<file path="src/rtl/mul4_share_arbiter.sv">
// Two-requester round-robin front end sharing one 4x4 array multiplier.
// Define MUL4_OPREG_EN to register operands first (CALC state, latency 2).
module mul4_share_arbiter #(
    parameter bit RR_INIT = 1'b0
) (
    input  logic       clk,
    input  logic       rst,
    input  logic       req0_valid,
    output logic       req0_ready,
    input  logic [3:0] req0_a,
    input  logic [3:0] req0_b,
    input  logic       req1_valid,
    output logic       req1_ready,
    input  logic [3:0] req1_a,
    input  logic [3:0] req1_b,
    output logic       rsp_valid,
    input  logic       rsp_ready,
    output logic [7:0] rsp_prod,
    output logic       rsp_id,
    output logic       busy
);

`ifdef MUL4_OPREG_EN
    typedef enum logic [1:0] {IDLE = 2'd0, CALC = 2'd1, HOLD = 2'd2} state_t;
`else
    typedef enum logic [1:0] {IDLE = 2'd0, HOLD = 2'd2} state_t;
`endif

    state_t     r_state;
    state_t     w_next;
    logic       r_last;
    logic       r_id;
    logic [7:0] r_prod;
    logic       w_grant;
    logic       w_can;
    logic       w_accept;
    logic [3:0] w_a;
    logic [3:0] w_b;
    logic [3:0] w_mul_a;
    logic [3:0] w_mul_b;
    logic [7:0] w_prod;

    // On a tie the requester that was not granted last wins.
    always_comb begin
        w_grant = req1_valid;
        if (req0_valid && req1_valid) begin
            w_grant = ~r_last;
        end
    end

`ifdef MUL4_OPREG_EN
    logic [3:0] r_a;
    logic [3:0] r_b;
    assign w_can   = !rst && (r_state == IDLE);
    assign w_mul_a = r_a;
    assign w_mul_b = r_b;
`else
    assign w_can   = !rst && ((r_state == IDLE) || ((r_state == HOLD) && rsp_ready));
    assign w_mul_a = w_a;
    assign w_mul_b = w_b;
`endif

    assign req0_ready = w_can && req0_valid && !w_grant;
    assign req1_ready = w_can && req1_valid && w_grant;
    assign w_accept   = req0_ready || req1_ready;
    assign w_a        = w_grant ? req1_a : req0_a;
    assign w_b        = w_grant ? req1_b : req0_b;

    // Array multiplier: each partial-product row is rippled into the running sum.
    always_comb begin
        logic [7:0] acc;
        logic       carry;
        logic       pp;
        logic       sum;
        acc = '0;
        for (int j = 0; j < 4; j++) begin
            acc[j] = w_mul_a[j] & w_mul_b[0];
        end
        for (int i = 1; i < 4; i++) begin
            carry = 1'b0;
            for (int j = 0; j < 4; j++) begin
                pp         = w_mul_a[j] & w_mul_b[i];
                sum        = acc[i+j] ^ pp ^ carry;
                carry      = (acc[i+j] & pp) | (carry & (acc[i+j] ^ pp));
                acc[i+j]   = sum;
            end
            acc[i+4] = carry;
        end
        w_prod = acc;
    end

    always_ff @(posedge clk) begin
        if (rst) begin
            r_state <= IDLE;
        end else begin
            r_state <= w_next;
        end
    end

    always_comb begin
        w_next = r_state;
        case (r_state)
            IDLE: begin
                if (w_accept) begin
`ifdef MUL4_OPREG_EN
                    w_next = CALC;
`else
                    w_next = HOLD;
`endif
                end
            end
`ifdef MUL4_OPREG_EN
            CALC: w_next = HOLD;
`endif
            HOLD: begin
                if (rsp_ready) begin
                    w_next = w_accept ? HOLD : IDLE;
                end
            end
            default: w_next = IDLE;
        endcase
    end

    always_ff @(posedge clk) begin
        if (rst) begin
            r_prod <= '0;
            r_id   <= 1'b0;
            r_last <= ~RR_INIT;
`ifdef MUL4_OPREG_EN
            r_a    <= '0;
            r_b    <= '0;
`endif
        end else begin
            if (w_accept) begin
                r_last <= w_grant;
                r_id   <= w_grant;
`ifdef MUL4_OPREG_EN
                r_a    <= w_a;
                r_b    <= w_b;
`else
                r_prod <= w_prod;
`endif
            end
`ifdef MUL4_OPREG_EN
            if (r_state == CALC) begin
                r_prod <= w_prod;
            end
`endif
        end
    end

    assign rsp_valid = (r_state == HOLD);
    assign rsp_prod  = r_prod;
    assign rsp_id    = r_id;
    assign busy      = (r_state != IDLE);

endmodule

</file>
<file path="config.mk">
export PLATFORM = sky130hd
export DESIGN_NAME = mul4_share_arbiter
export DESIGN_NICKNAME = d
export VERILOG_FILES = /design/src/rtl/mul4_share_arbiter.sv
export SDC_FILE = /design/constraint.sdc
export NUM_CORES = 1
export LEC_CHECK = 0
export BUFFER_PORTS_ARGS = -buffer_cell sky130_fd_sc_hd__buf_4
export CAP_MARGIN = 10
export CORE_MARGIN = 4
export CORE_UTILIZATION = 45
export DETAILED_ROUTE_END_ITERATION = 8
export PLACE_DENSITY = 0.71
export SETUP_SLACK_MARGIN = 0.2
export SLEW_MARGIN = 20
export SYNTH_ARGS = -nofsm -noshare
export SYNTH_HDL_FRONTEND = slang
export SYNTH_SLANG_ARGS = --single-unit
</file>
<file path="constraint.sdc">
create_clock -name clk -period 4.56 [get_ports clk]
set_clock_uncertainty 0.15 [all_clocks]
set_input_delay 0.228 -clock clk [delete_from_list [all_inputs] [get_ports clk]]
set_output_delay 0.228 -clock clk [all_outputs]
set_load 0.005 [all_outputs]
</file>
==> impl_metrics.py <==
metrics = {
    "status": {
        "status": "finished clean",
    },
    "cts": {
        "cts.path.max_buffers": 2,
        "root_buffer": "clkbuf_4",
        "cts_inserted_buffers": 3,
        "clock-sinks": 11,
        "clkTransAtPathRegs_ps": 70,
        "cts_tree": "done",
        "ctsHtreeMaxLevel": 1,
        "clkLatencyLatePin_ps": 270,
    },
    "die": {
        "core.rowCount": 16,
        "die_area_um2": 3095,
        "io_pins": 34,
        "coreArea_um2": 2062,
        "chipHeight_um": 55.63,
        "start_util_pct": 49.51,
        "die_w_um": 55.63,
    },
    "min_path": {
        "hp-start": "rst",
        "hp-class": "input port to flop",
    },
    "global_routing": {
        "grt_overflow_total": 0,
        "grt_antenna_before_repair": 0,
        "grtUsageTotal_pct": 19.08,
        "busiest_layer": "met2",
        "grt_pass1_wl_um": 4795,
        "met1_usage_pct": 23.76,
        "use_met2_pct": 33.45,
        "grt_start_max_net_pins": 21,
        "grt_pass1_vias": 1021,
        "use_met3_pct": 6.265,
    },
    "synth": {
        "netlist_top_cells_count": "nand3_1 (17), inv_1 (12), dfxtp_1 (11)",
        "synth_area_leaders": "dfxtp_1 (22%), fa_1 (16%), nand3_1 (8.3%)",
        "yosysMostFrequentCell": "nand3_1",
        "yosysSeqAreaShare_pct": 21.57,
        "synthDistinctLibCells": 31,
        "synth_enable_flop_cells": 0,
        "synth_top_area_share_pct": 21.57,
        "yosys_warnings": 0,
        "syn-cell-area_um2": 1021,
        "ys_seq_elements": 11,
        "synth_area_leader_cell": "dfxtp_1",
        "syn_nets": 156,
        "ys.flop_type": "dfxtp_1",
        "netlist_instances": 123,
        "async_flop_share_pct": 0,
        "postSynthAreaPerCell_um2": 8.301,
    },
    "setup_path": {
        "critPathLaunch": "r_last",
        "startpoint_type": "flop",
        "arrival_ps": 4250,
        "cp.required_ps": 4570,
        "endpoint_kind": "flop",
        "critPathMaxFanout": 6,
        "crit-reg2reg-launch": "r_last",
        "r2r_slack_ps": 310,
        "crit_type": "flop to flop",
    },
    "drt": {
        "viasPerCell": 5.895,
        "drtIter0Drc": 29,
        "wl_um": 2874,
        "ant_nets": 0,
        "drt_pass1_iterations": 4,
        "routedWlPerCell_um": 15.88,
        "vias": 1067,
        "drc": 0,
    },
    "pwr": {
        "power_frac_comb_pct": 42.5,
        "p_leak_nw": 0.6166,
        "sw_frac_of_total_pct": 34.98,
        "seqPwrFrac_pct": 35.7,
        "power_density_nw_per_um2": 234.2,
        "p_int_uw": 200.8,
        "p_clk_share_pct": 21.8,
        "power.ir.vdd_worst_mv": 0.2066,
        "p_sw_uw": 108.1,
    },
    "final_layout": {
        "nets": 188,
        "final_cells": 181,
        "area_growth_pct": 29.17,
        "antenna_cells": 0,
        "drive_gt1_share_pct": 40.91,
        "fillers": 179,
        "seq_area_um2": 224.0,
        "multiInputGateArea_um2": 715.7,
    },
    "sta": {
        "max_freq_mhz": 235.4,
        "tightest_slew_ps": 812.2,
        "slew_violations": 0,
        "min_period_ps": 4248,
        "finalHoldViolations": 0,
        "slew_headroom_pct": 45.74,
        "fin_tns_setup_ps": 0,
        "rsz0062_at_grt": "yes",
        "setup_viol": 0,
        "period_share_pct": 93.16,
    },
    "placed_design": {
        "post-dp-hpwl_um": 2224,
        "gp_congestion": 0.8522,
        "dp_cells": 176,
        "io_buffers": 33,
    },
    "job": {
        "cap_violations": 0,
    },
}
-- state kept, by name (all words and copies together) (netlist names) --
signal    cells
rsp_prod      8
r_last        1
r_state       1
rsp_id        1
-- worst max-delay path, cell delays in order, from the launching register on --
cell	delay, ps
dfxtp_4	370
a21boi_4	220
nand3_2	110
nand2_2	80
ha_1	150
inv_1	50
fa_2	330
fa_1	480
fa_2	410
inv_2	60
fa_1	170
inv_2	40
fa_1	500
fa_2	390
inv_1	70
fa_1	400
nand4_1	90
a21oi_1	70
-- logic make-up (layout without fill, tap and decap cells) --
group                      count (synthesis)  count (layout)  synth area share (%)
AOI/OAI and AO/OA                         30              30                 19.85
adders and majority gates                 12              12                 20.59
buffers and inverters                     22              53                 11.39
DFF                                       11              11                 21.57
and+or+nand+nor                           48              48                 26.60
-- through the flow --
stage	setup WS (ps)	instance area, µm²	power, mW	util (%)	hold WS [ps]
final	311.9	1319	0.3089	63.96	115.8
after global routing	123.0	1319	0.3325	63.96	123.8
after CTS	236.8	1301	0.3079	63.11	110.7
after detailed placement	43.48	1250	0.2366	60.62	312.5
after global placement	184.6	1250	0.2315	60.62	307.7
after floorplan	249.5	1021	0.1873	-	239.2
-- final cells by class --
class,instances,share of cell area [%]
repair buffers,36,20.49
multi-input cells,90,54.27
clock buffers,4,1.992
flip-flops and latches,11,16.98
inverters,13,3.700
well taps,27,2.562
-- cells in the final DEF (no fill, tap or decap), types with 3 or more instances in the layout --
master	synthesis	layout
and3_2	7	7
inv_1	12	9
nand4_1	6	6
fa_1	8	4
nand2_1	9	8
a31oi_1	9	9
dfxtp_1	11	10
clkbuf_4	0	3
buf_4	2	36
a21oi_1	8	8
nand3_1	17	16
inv_2	0	3
ha_1	4	4
o31ai_1	6	6
fa_2	0	4
-- final timing paths --
| kind | endpoint | depth (start not counted) |
|---|---|---|
| hold / removal | rsp_prod[1] | 2 |
| hold reg to reg | rsp_prod[1] | 2 |
| setup / recovery | rsp_prod[6] | 17 |
| setup reg to reg | rsp_prod[6] | 17 |
-- power groups by stage --
stage | logic [mW] | clock network, mW | registers [mW]
finish | 0.131 | 0.0674 | 0.110
CTS | 0.128 | 0.0692 | 0.111
floorplan | 0.0748 | 0 | 0.112
global route | 0.147 | 0.0739 | 0.112
detailed placement | 0.124 | 0 | 0.112
global placement | 0.120 | 0 | 0.112
-- what timing repair did --
item,in CTS,in global routing
gates cloned,0,0
endpoints found under the setup margin,1,2
resized for setup,6,8
hold buffers,0,0
pin swaps,4,9
setup buffers,1,0
hold endpoints to repair,0,0
-- routing by layer --
metal	part of all wire [%]	routed length, µm
met4	0.35	10
met5	0	0
met3	8.2	237
met1	39	1133
met2	52	1491
No activity file was read; power rests on OpenSTA's default activity.
